[config.mk]
export PLATFORM = sky130hd
export DESIGN_NAME = multicycle_control_unit_flat
export DESIGN_NICKNAME = d
export VERILOG_FILES = /design/src/rtl/multicycle_control_unit_if.sv /design/src/rtl/multicycle_control_unit.sv /design/src/flat_wrapper.sv
export SDC_FILE = /design/constraint.sdc
export NUM_CORES = 1
export LEC_CHECK = 0
export ABC_AREA = 1
export BUFFER_PORTS_ARGS = -buffer_cell sky130_fd_sc_hd__buf_2
export CAP_MARGIN = 20
export CORE_MARGIN = 1
export CORE_UTILIZATION = 43
export DETAILED_ROUTE_END_ITERATION = 8
export PLACE_DENSITY = 0.75
export SLEW_MARGIN = 0
export SYNTH_ARGS = -nofsm -noshare
export SYNTH_HDL_FRONTEND = slang
export SYNTH_SLANG_ARGS = --single-unit
[constraint.sdc]
create_clock -name clk -period 2 [get_ports clk]
set_input_delay 0.2 -clock clk [delete_from_list [all_inputs] [get_ports clk]]
set_output_delay 0.2 -clock clk [all_outputs]
set_load 0.02 [all_outputs]
[src/rtl/multicycle_control_unit_if.sv]
// Control-unit <-> datapath bundle for the 16-bit TSC multi-cycle datapath.
// master: the control unit (consumes IR/bcond/ack, drives selects and enables).
// slave:  the datapath / memory side.
interface multicycle_control_unit_if #(
  parameter int WORD_SIZE = 16,
  parameter int CNT_WIDTH = 16
);
  logic [WORD_SIZE-1:0] instr;
  logic                 bcond;
  logic                 mem_ack;

  logic                 pc_write;
  logic                 pc_write_cond;
  logic [1:0]           pc_source;
  logic                 i_or_d;
  logic                 mem_read;
  logic                 mem_write;
  logic                 ir_write;
  logic                 reg_write;
  logic [1:0]           reg_dst;
  logic [1:0]           wb_sel;
  logic                 alu_src_a;
  logic [1:0]           alu_src_b;
  logic                 output_valid;
  logic                 is_halted;
  logic [CNT_WIDTH-1:0] num_inst;

  modport master (
    input  instr, bcond, mem_ack,
    output pc_write, pc_write_cond, pc_source, i_or_d, mem_read, mem_write,
           ir_write, reg_write, reg_dst, wb_sel, alu_src_a, alu_src_b,
           output_valid, is_halted, num_inst
  );

  modport slave (
    output instr, bcond, mem_ack,
    input  pc_write, pc_write_cond, pc_source, i_or_d, mem_read, mem_write,
           ir_write, reg_write, reg_dst, wb_sel, alu_src_a, alu_src_b,
           output_valid, is_halted, num_inst
  );
endinterface

[src/rtl/multicycle_control_unit.sv]
// Multi-cycle FSM control unit for the 16-bit TSC datapath.
// Sequences IF/ID/EX/MEM/WB, waits on mem_ack in IF and MEM, counts retired
// instructions in num_inst.
// Optional macro ILLEGAL_TRAP_EN: undefined opcodes/funcodes trap to HALT and
// raise illegal_instr; otherwise they behave as a counted 2-cycle NOP.
module multicycle_control_unit #(
  parameter int WORD_SIZE = 16,
  parameter int CNT_WIDTH = 16
) (
  input  logic                      clk,
  input  logic                      reset_n,
  multicycle_control_unit_if.master bus
`ifdef ILLEGAL_TRAP_EN
  , output logic                    illegal_instr
`endif
);

  typedef enum logic [2:0] {
    S_IF, S_ID, S_EX, S_MEM, S_WB, S_HALT
  } state_t;

  localparam logic [3:0] OP_BNE = 4'd0,  OP_BEQ = 4'd1,  OP_BGZ = 4'd2;
  localparam logic [3:0] OP_BLZ = 4'd3,  OP_ADI = 4'd4,  OP_ORI = 4'd5;
  localparam logic [3:0] OP_LHI = 4'd6,  OP_LWD = 4'd7,  OP_SWD = 4'd8;
  localparam logic [3:0] OP_JMP = 4'd9,  OP_JAL = 4'd10, OP_ALU = 4'd15;

  localparam logic [5:0] FN_SHR = 6'd7,  FN_JPR = 6'd25, FN_JRL = 6'd26;
  localparam logic [5:0] FN_WWD = 6'd28, FN_HLT = 6'd29;

  state_t state, state_next;

  logic [3:0] opcode;
  logic [5:0] funct;
  logic       is_alu_fn;
  logic       retire;
  logic       trap;

  logic       pc_write_c, pc_write_cond_c, i_or_d_c, mem_read_c, mem_write_c;
  logic       ir_write_c, reg_write_c, alu_src_a_c, output_valid_c, is_halted_c;
  logic [1:0] pc_source_c, reg_dst_c, wb_sel_c, alu_src_b_c;

  logic [CNT_WIDTH-1:0] num_inst_q;

  assign opcode    = bus.instr[WORD_SIZE-1:WORD_SIZE-4];
  assign funct     = bus.instr[5:0];
  assign is_alu_fn = (funct <= FN_SHR);

  // Register fields and bcond are consumed by the datapath, not by this FSM.
  logic unused_inputs;
  assign unused_inputs = &{1'b0, bus.instr[WORD_SIZE-5:6], bus.bcond};

  // State register; reset aborts any in-flight instruction.
  always_ff @(posedge clk or negedge reset_n) begin
    // NOTE: sequential state uses non-blocking assignment so every flop samples pre-edge values.
    if (!reset_n) state <= S_IF;
    else          state <= state_next;
  end

  // Next-state and Moore control decode.
  always_comb begin
    // NOTE: every output gets a default first so no path through the case infers a latch.
    state_next      = state;
    retire          = 1'b0;
    trap            = 1'b0;
    pc_write_c      = 1'b0;
    pc_write_cond_c = 1'b0;
    pc_source_c     = 2'd0;
    i_or_d_c        = 1'b0;
    mem_read_c      = 1'b0;
    mem_write_c     = 1'b0;
    ir_write_c      = 1'b0;
    reg_write_c     = 1'b0;
    reg_dst_c       = 2'd0;
    wb_sel_c        = 2'd0;
    alu_src_a_c     = 1'b0;
    alu_src_b_c     = 2'd0;
    output_valid_c  = 1'b0;
    is_halted_c     = 1'b0;

    unique case (state)
      S_IF: begin
        mem_read_c = 1'b1;
        if (bus.mem_ack) begin
          ir_write_c = 1'b1;
          pc_write_c = 1'b1;
          state_next = S_ID;
        end
      end

      S_ID: begin
        // Undefined encodings fall through to this default path.
`ifdef ILLEGAL_TRAP_EN
        trap       = 1'b1;
        state_next = S_HALT;
`else
        retire     = 1'b1;
        state_next = S_IF;
`endif
        case (opcode)
          OP_JMP: begin
            trap = 1'b0; retire = 1'b1; state_next = S_IF;
            pc_write_c = 1'b1; pc_source_c = 2'd2;
          end
          OP_JAL: begin
            trap = 1'b0; retire = 1'b1; state_next = S_IF;
            pc_write_c = 1'b1; pc_source_c = 2'd2;
            reg_write_c = 1'b1; reg_dst_c = 2'd2; wb_sel_c = 2'd2;
          end
          OP_BNE, OP_BEQ, OP_BGZ, OP_BLZ, OP_ADI, OP_ORI,
          OP_LHI, OP_LWD, OP_SWD: begin
            trap = 1'b0; retire = 1'b0; state_next = S_EX;
          end
          OP_ALU: begin
            if (is_alu_fn) begin
              trap = 1'b0; retire = 1'b0; state_next = S_EX;
            end else if (funct == FN_JPR) begin
              trap = 1'b0; retire = 1'b1; state_next = S_IF;
              pc_write_c = 1'b1; pc_source_c = 2'd3;
            end else if (funct == FN_JRL) begin
              trap = 1'b0; retire = 1'b1; state_next = S_IF;
              pc_write_c = 1'b1; pc_source_c = 2'd3;
              reg_write_c = 1'b1; reg_dst_c = 2'd2; wb_sel_c = 2'd2;
            end else if (funct == FN_WWD) begin
              trap = 1'b0; retire = 1'b1; state_next = S_IF;
              output_valid_c = 1'b1;
            end else if (funct == FN_HLT) begin
              trap = 1'b0; retire = 1'b1; state_next = S_HALT;
            end
          end
          default: ;
        endcase
      end

      S_EX: begin
        state_next = S_IF;
        case (opcode)
          OP_ALU: begin
            alu_src_a_c = 1'b1;
            state_next  = S_WB;
          end
          OP_ADI, OP_ORI, OP_LHI: begin
            alu_src_b_c = 2'd2;
            state_next  = S_WB;
          end
          OP_LWD, OP_SWD: begin
            alu_src_b_c = 2'd2;
            state_next  = S_MEM;
          end
          OP_BNE, OP_BEQ, OP_BGZ, OP_BLZ: begin
            alu_src_a_c     = 1'b1;
            pc_write_cond_c = 1'b1;
            pc_source_c     = 2'd1;
            retire          = 1'b1;
          end
          default: ;
        endcase
      end

      S_MEM: begin
        i_or_d_c    = 1'b1;
        mem_read_c  = (opcode == OP_LWD);
        mem_write_c = (opcode == OP_SWD);
        if (bus.mem_ack) begin
          if (opcode == OP_LWD) begin
            state_next = S_WB;
          end else begin
            retire     = 1'b1;
            state_next = S_IF;
          end
        end
      end

      S_WB: begin
        reg_write_c = 1'b1;
        reg_dst_c   = (opcode == OP_ALU) ? 2'd1 : 2'd0;
        wb_sel_c    = (opcode == OP_LWD) ? 2'd1 : 2'd0;
        retire      = 1'b1;
        state_next  = S_IF;
      end

      S_HALT: is_halted_c = 1'b1;

      default: state_next = S_IF;
    endcase
  end

  // Retired-instruction counter, wraps naturally at 2^CNT_WIDTH.
  always_ff @(posedge clk or negedge reset_n) begin
    if (!reset_n) num_inst_q <= '0;
    else          num_inst_q <= num_inst_q + CNT_WIDTH'(retire);
  end

`ifdef ILLEGAL_TRAP_EN
  // Sticky trap flag, cleared only by reset.
  always_ff @(posedge clk or negedge reset_n) begin
    if (!reset_n)  illegal_instr <= 1'b0;
    else if (trap) illegal_instr <= 1'b1;
  end
`else
  logic unused_trap;
  assign unused_trap = trap;
`endif

  // Reset holds every control low, including the IF fetch request.
  assign bus.pc_write      = reset_n & pc_write_c;
  assign bus.pc_write_cond = reset_n & pc_write_cond_c;
  assign bus.pc_source     = reset_n ? pc_source_c : 2'd0;
  assign bus.i_or_d        = reset_n & i_or_d_c;
  assign bus.mem_read      = reset_n & mem_read_c;
  assign bus.mem_write     = reset_n & mem_write_c;
  assign bus.ir_write      = reset_n & ir_write_c;
  assign bus.reg_write     = reset_n & reg_write_c;
  assign bus.reg_dst       = reset_n ? reg_dst_c : 2'd0;
  assign bus.wb_sel        = reset_n ? wb_sel_c : 2'd0;
  assign bus.alu_src_a     = reset_n & alu_src_a_c;
  assign bus.alu_src_b     = reset_n ? alu_src_b_c : 2'd0;
  assign bus.output_valid  = reset_n & output_valid_c;
  assign bus.is_halted     = reset_n & is_halted_c;
  assign bus.num_inst      = num_inst_q;

endmodule
[src/flat_wrapper.sv]
// flat-port wrapper written by rule: the top's interface ports become plain ports
module multicycle_control_unit_flat 
#(
  parameter int WORD_SIZE = 16,
  parameter int CNT_WIDTH = 16
)
  (clk, reset_n, bus_instr, bus_bcond, bus_mem_ack, bus_pc_write, bus_pc_write_cond, bus_pc_source, bus_i_or_d, bus_mem_read, bus_mem_write, bus_ir_write, bus_reg_write, bus_reg_dst, bus_wb_sel, bus_alu_src_a, bus_alu_src_b, bus_output_valid, bus_is_halted, bus_num_inst);
  multicycle_control_unit_if #(.WORD_SIZE(WORD_SIZE), .CNT_WIDTH(CNT_WIDTH)) bus_i ();
  input  logic clk;
  input  logic reset_n;
  input wire logic [$bits(bus_i.instr)-1:0] bus_instr;
  input wire logic [$bits(bus_i.bcond)-1:0] bus_bcond;
  input wire logic [$bits(bus_i.mem_ack)-1:0] bus_mem_ack;
  output wire logic [$bits(bus_i.pc_write)-1:0] bus_pc_write;
  output wire logic [$bits(bus_i.pc_write_cond)-1:0] bus_pc_write_cond;
  output wire logic [$bits(bus_i.pc_source)-1:0] bus_pc_source;
  output wire logic [$bits(bus_i.i_or_d)-1:0] bus_i_or_d;
  output wire logic [$bits(bus_i.mem_read)-1:0] bus_mem_read;
  output wire logic [$bits(bus_i.mem_write)-1:0] bus_mem_write;
  output wire logic [$bits(bus_i.ir_write)-1:0] bus_ir_write;
  output wire logic [$bits(bus_i.reg_write)-1:0] bus_reg_write;
  output wire logic [$bits(bus_i.reg_dst)-1:0] bus_reg_dst;
  output wire logic [$bits(bus_i.wb_sel)-1:0] bus_wb_sel;
  output wire logic [$bits(bus_i.alu_src_a)-1:0] bus_alu_src_a;
  output wire logic [$bits(bus_i.alu_src_b)-1:0] bus_alu_src_b;
  output wire logic [$bits(bus_i.output_valid)-1:0] bus_output_valid;
  output wire logic [$bits(bus_i.is_halted)-1:0] bus_is_halted;
  output wire logic [$bits(bus_i.num_inst)-1:0] bus_num_inst;
  assign bus_i.instr = bus_instr;
  assign bus_i.bcond = bus_bcond;
  assign bus_i.mem_ack = bus_mem_ack;
  assign bus_pc_write = bus_i.pc_write;
  assign bus_pc_write_cond = bus_i.pc_write_cond;
  assign bus_pc_source = bus_i.pc_source;
  assign bus_i_or_d = bus_i.i_or_d;
  assign bus_mem_read = bus_i.mem_read;
  assign bus_mem_write = bus_i.mem_write;
  assign bus_ir_write = bus_i.ir_write;
  assign bus_reg_write = bus_i.reg_write;
  assign bus_reg_dst = bus_i.reg_dst;
  assign bus_wb_sel = bus_i.wb_sel;
  assign bus_alu_src_a = bus_i.alu_src_a;
  assign bus_alu_src_b = bus_i.alu_src_b;
  assign bus_output_valid = bus_i.output_valid;
  assign bus_is_halted = bus_i.is_halted;
  assign bus_num_inst = bus_i.num_inst;
  multicycle_control_unit #(.WORD_SIZE(WORD_SIZE), .CNT_WIDTH(CNT_WIDTH)) u_core (.clk(clk), .reset_n(reset_n), .bus(bus_i));
endmodule
-- Word-level counts from Yosys, hierarchy flattened
Index checks and enable logic that the tools add are counted.
- bits of input ports: 20
- flip-flop bits (word level): 19
- word-level logic and storage cells: 108
- output and inout bits: 34
- add/sub/neg operators: 1
- reduce and logical (&&, ||, !) cells: 10
- order comparisons: 1
- equal/unequal tests: 22
- muxes and demuxes: 61
- bitwise operators: 11
- operator list (operator ; number):
    $mux 1 ; 26
    $eq 6x5->1 const B ; 4
    $mux 2 ; 12
    $mux 3 ; 8
    $pmux 2 s2 ; 5
    $add 16x1->16 ; 1
    $eq 4x3->1 const B ; 4
    $eq 4x4->1 const B ; 4
    $pmux 3 s5 ; 1
    $pmux 1 s2 ; 6
    $pmux 3 s2 ; 2
    $and 1x1->1 ; 10
    $reduce_or 5->1 ; 2
    $reduce_or 9->1 ; 1
    $eq 4x2->1 const B ; 2
    $reduce_or 4->1 ; 2
    $eq 3x2->1 const B ; 2
    $eq 3x3->1 const B ; 2
    $le 6x3->1 const B ; 1
    $eq 4x1->1 const B ; 1
    $logic_not 4->1 ; 1
    $ne 2x2->1 const B ; 2
    $pmux 1 s4 ; 1
    $reduce_or 2->1 ; 2
    4 further kinds ; 4

-- Logic depth before layout (Yosys ltp)
- depth in word-level cells: 8
- mapped depth: 15
- mapped depth without buffers: 15

-- Least setup slack after synthesis
No wires, ideal clock.
- kind: reg-to-reg
- from: register u_core.state[2]
- to: register u_core.num_inst_q[12], in the netlist u_core.bus.num_inst[12]
- library setup time: 0.122 ns
- clock period less this slack: 1.988 ns
- slack: 0.012 ns
- data required time: 1.878 ns
- arrival: 1.866 ns
- stages on the path, launching flop included: 14
- path buffers: 0
- cell sequence: dfrtp_1 > nor3_2 > nand3_2 > o21ai_2 > inv_1 > nand3_1 > ha_1 > ha_1 > inv_1 > nor2_1 > nand2_1 > inv_1 > nand2_1 > xor2_1
- cells in the longest elaborated chain, start to end: 3
- elaborated cells between the ends (all ways): 6
- those cells by class: add/sub: 1; eq/ne: 4; mux: 1
- ends and longest elaborated chain (element ; RTL line ; source):
    from (decl) ; multicycle_control_unit.sv:30 ; state_t state, state_next;
    from (signal assigned) ; multicycle_control_unit.sv:56 ; else state <= state_next;
    $eq 3x3->1 (tied with other cells) ; multicycle_control_unit.sv:80 ; unique case (state)
    $pmux 1 s4 * ; multicycle_control_unit.sv:80 ;
    $add 16x1->16 * ; multicycle_control_unit.sv:190 ; else num_inst_q <= num_inst_q + CNT_WIDTH'(retire);
    to (signal assigned) ; multicycle_control_unit.sv:190 ;
    to (decl) ; multicycle_control_unit.sv:42 ; logic [CNT_WIDTH-1:0] num_inst_q;
Every way passes the cells marked *; elsewhere a longest branch is shown, timed or not.
A chain may end at the register's enable or synchronous reset.

-- Worst setup path after layout
- from: register u_core.state[0]
- to: register u_core.num_inst_q[12], in the netlist u_core.bus.num_inst[12]
The elaborated chain is that of the path after synthesis.

==> key figures <==
Floorplan
  • Rows: 19
  • Io pins: 54
  • Die width: ~58 um
  • Core region area: 2850 um2
  • Initial core utilization: 0.470
  • Die area: approximately 3300 um2
  • Die Y: slightly below 60 um

Global route
  • Grt total ovfl: 0
  • First-pass GRT wire length: 5130 um
  • Vias in the first global route: about 1200
  • Initial antenna violation count: 0
  • Total Routing Usage GR: 0.197
  • Pin count of the biggest net entering global routing: 20

Clock network
  • H-tree levels: 1
  • Clk root buf: clkbuf_4
  • Clock-pin slew on the worst setup and hold paths: about 0.1 ns
  • CTS sink cnt: 19
  • CTS tree: built
  • CTS Buf Count: 3
  • Clock Latency Late Sink: 0.31 ns
  • Max Root-Sink Buffers: 2

Synth
  • Yosys cell types: 26
  • Syn Inst Count: around 200
  • Largest cells by area after synthesis: dfrtp_1 35%, nand2_1 14%, nor2_1 9.2%
  • Avg Inst Size Synth: 6.74 um2
  • Synthesized Nets: 222
  • Register area share after synthesis: 0.354
  • Largest area contributor in the netlist: dfrtp_1
  • Yosys warns: 0
  • Cell area after synthesis: ~1300 um2
  • Share of the synthesized area in the top cell type: 0.354
  • Yosys reg bits: 19

Detailed routing
  • Drt first-iter violations: 34
  • Residual DRC: 1
  • DRT Pass-1 Iters: 6
  • Routed WL: 3270 um
  • Vias: about 1400
  • Antenna-violating nets left: 0
  • DR vias/cell: 4.67
  • Wire length per cell: ~11 um

STA
  • Pins over their slew limit: 0
  • Setup violators final: 0
  • Final hold vios: 0
  • Final min period: between 1.5 and 2 ns
  • FMAX: around 530 MHz
  • Clock Skew: 0.00124 ns
  • Fin crit share: 0.949

Placement
  • HPWL Detailed: 2520 um
  • RD Place Congestion: roughly 0.81
  • Count of input and output buffers: between 40 and 50
  • Area post-placement: ~1700 um2

Power
  • Leak: between 1 and 1.5 nW
  • Power after layout: 0.00158 W
  • Power density over the cells: 869 nW/um2
  • Peak VDD IR: 0.000397 V

Layout
  • Layout cells sized above 1: 0.344
  • Final nets: between 200 and 300
  • Area growth syn-to-layout: 35.7%
  • Antenna cells: 0
  • Final instance area: 1820 um2
  • Core Util, Final: 0.638

Critical path
  • CP Capture Type: register
  • WS Path Type: reg2reg
  • Crit path max fanout: 5
  • CP startpoint kind: register
  • WP data required: approximately 2.2 ns
  • CP Data Arrival Time: roughly 2.1 ns

Run
  • MaxCap Viol Count: 0

Worst hold path
  • HP Class: in2reg

Status
  • Failing checks: design-rule violations
  • Status: finished with violations
-- cell families after synthesis --
family | count (synthesis) | synth area share
buf+inv | 38 | 0.112
xor+xnor | 10 | 0.0653
flops | 19 | 0.354
other cells | 1 | 0.00280
simple gates | 114 | 0.379
fa+ha+maj | 3 | 0.0280
compound gates | 14 | 0.0588
-- routing by layer --
layer	wire length (um)	GRT usage
met4	52	0.0408
met3	88	0.0402
met5	0	0
met1	1550	0.273
met2	1580	0.319
-- stage by stage --
stage               setup WS, ns  hold WS (ns)  setup TNS (ns)  instances
floorplan                 0.0119       -0.0956               0        199
global placement          0.0157         0.312               0        283
detailed placement        0.0217         0.308               0        283
CTS                      0.00477         0.248               0        289
global route             -0.0376         0.253         -0.0831        293
finish                     0.102         0.246               0        293
-- cell usage after synthesis --
cell type   n
o21ai_2     1
conb_1      1
nor2_1     33
inv_1      31
nand3b_2    1
inv_2       5
dfrtp_1    19
buf_4       2
xor2_1      7
nor3_1      5
a31oi_1     2
nand3_1     9
and2_1      1
a21oi_1     3
xnor2_1     3
nand2_2     1
nand3b_1    2
nand2_1    51
o21a_1      1
nor2_2      4
o21ai_0     4
o21ai_1     3
ha_1        3
nor3_2      2
nand3_2     2
nand4_1     3
-- report_power, final --
group	internal, W	switching, W	leakage (nW)
clock	0.0000780	0.000121	0.0150
combinational	0.000345	0.000458	0.814
sequential	0.000470	0.000111	0.235
-- what timing repair did --
| action | in CTS | in global routing |
|---|---|---|
| gates resized for setup | 1 | 19 |
| buffers inserted | 1 | 4 |
| hold endpoints to repair | 19 | 0 |
| pin swaps | 1 | 6 |
| endpoints found under the setup margin | 1 | 13 |
| hold buffers | 1 | 0 |
-- final timing paths --
kind	startpoint	endpoint	slack, ns	cells after the start
min reg2reg	u_core.bus.num_inst[15]$_DFF_PN0_	u_core.bus.num_inst[15]$_DFF_PN0_	0.50	2
min	bus_mem_ack	u_core.state[1]$_DFFE_PN0P_	0.25	4
min in group asynchronous	reset_n	u_core.bus.num_inst[3]$_DFF_PN0_	0.50	3
max reg2reg	u_core.state[0]$_DFFE_PN0P_	u_core.bus.num_inst[12]$_DFF_PN0_	0.10	13
max in group asynchronous	reset_n	u_core.state[2]$_DFFE_PN0P_	1.29	3
max	u_core.state[0]$_DFFE_PN0P_	u_core.bus.num_inst[12]$_DFF_PN0_	0.10	13
-- cell type report --
cell class / count / area [um2]
repair buffers: 61 / 353
inverters: 36 / 135
clock buffers: 4 / 26.3
well taps: 31 / 38.8
flip-flops and latches: 19 / 478
fillers: 236 / 1030
multi-input cells: 142 / 790
-- worst max-delay path: stages (launching register included) --
cell	delay, ns
dfrtp_2	0.47
nor3_4	0.24
nand3_2	0.11
o21ai_2	0.06
inv_1	0.05
nand3_2	0.09
ha_4	0.16
ha_4	0.13
inv_1	0.04
nor2_2	0.10
nand2_1	0.06
inv_1	0.07
nand2_1	0.07
xor2_1	0.14
-- cells in the final DEF, fill, tap and decap left out --
cell type and count:
o21ai_2 1, nor2_1 30, conb_1 1, nand3_2 3, nor2_2 5, ha_4 2
inv_2 6, inv_1 30, dfrtp_2 2, o21ai_0 4, xor2_1 7, nand2_1 49
o21ai_1 3, dfrtp_1 17, a31oi_1 2, nand3b_4 1, buf_4 17, ha_1 1
a21oi_1 3, nand4_1 3, nor3_1 5, dlygate4sd3_1 1, clkbuf_4 3, nand3b_1 2
nor3_4 2, nand2_2 3, clkbuf_1 1, nor2_4 2, nand3_1 8, and2_1 1
xnor2_1 3, buf_2 43, o21a_1 1
-- sequential cells by signal, indices dropped and copies added (netlist names) --
signal	flops
u_core.bus.num_inst	16
u_core.state	3
Note: power is estimated with default switching activity, not from simulation.
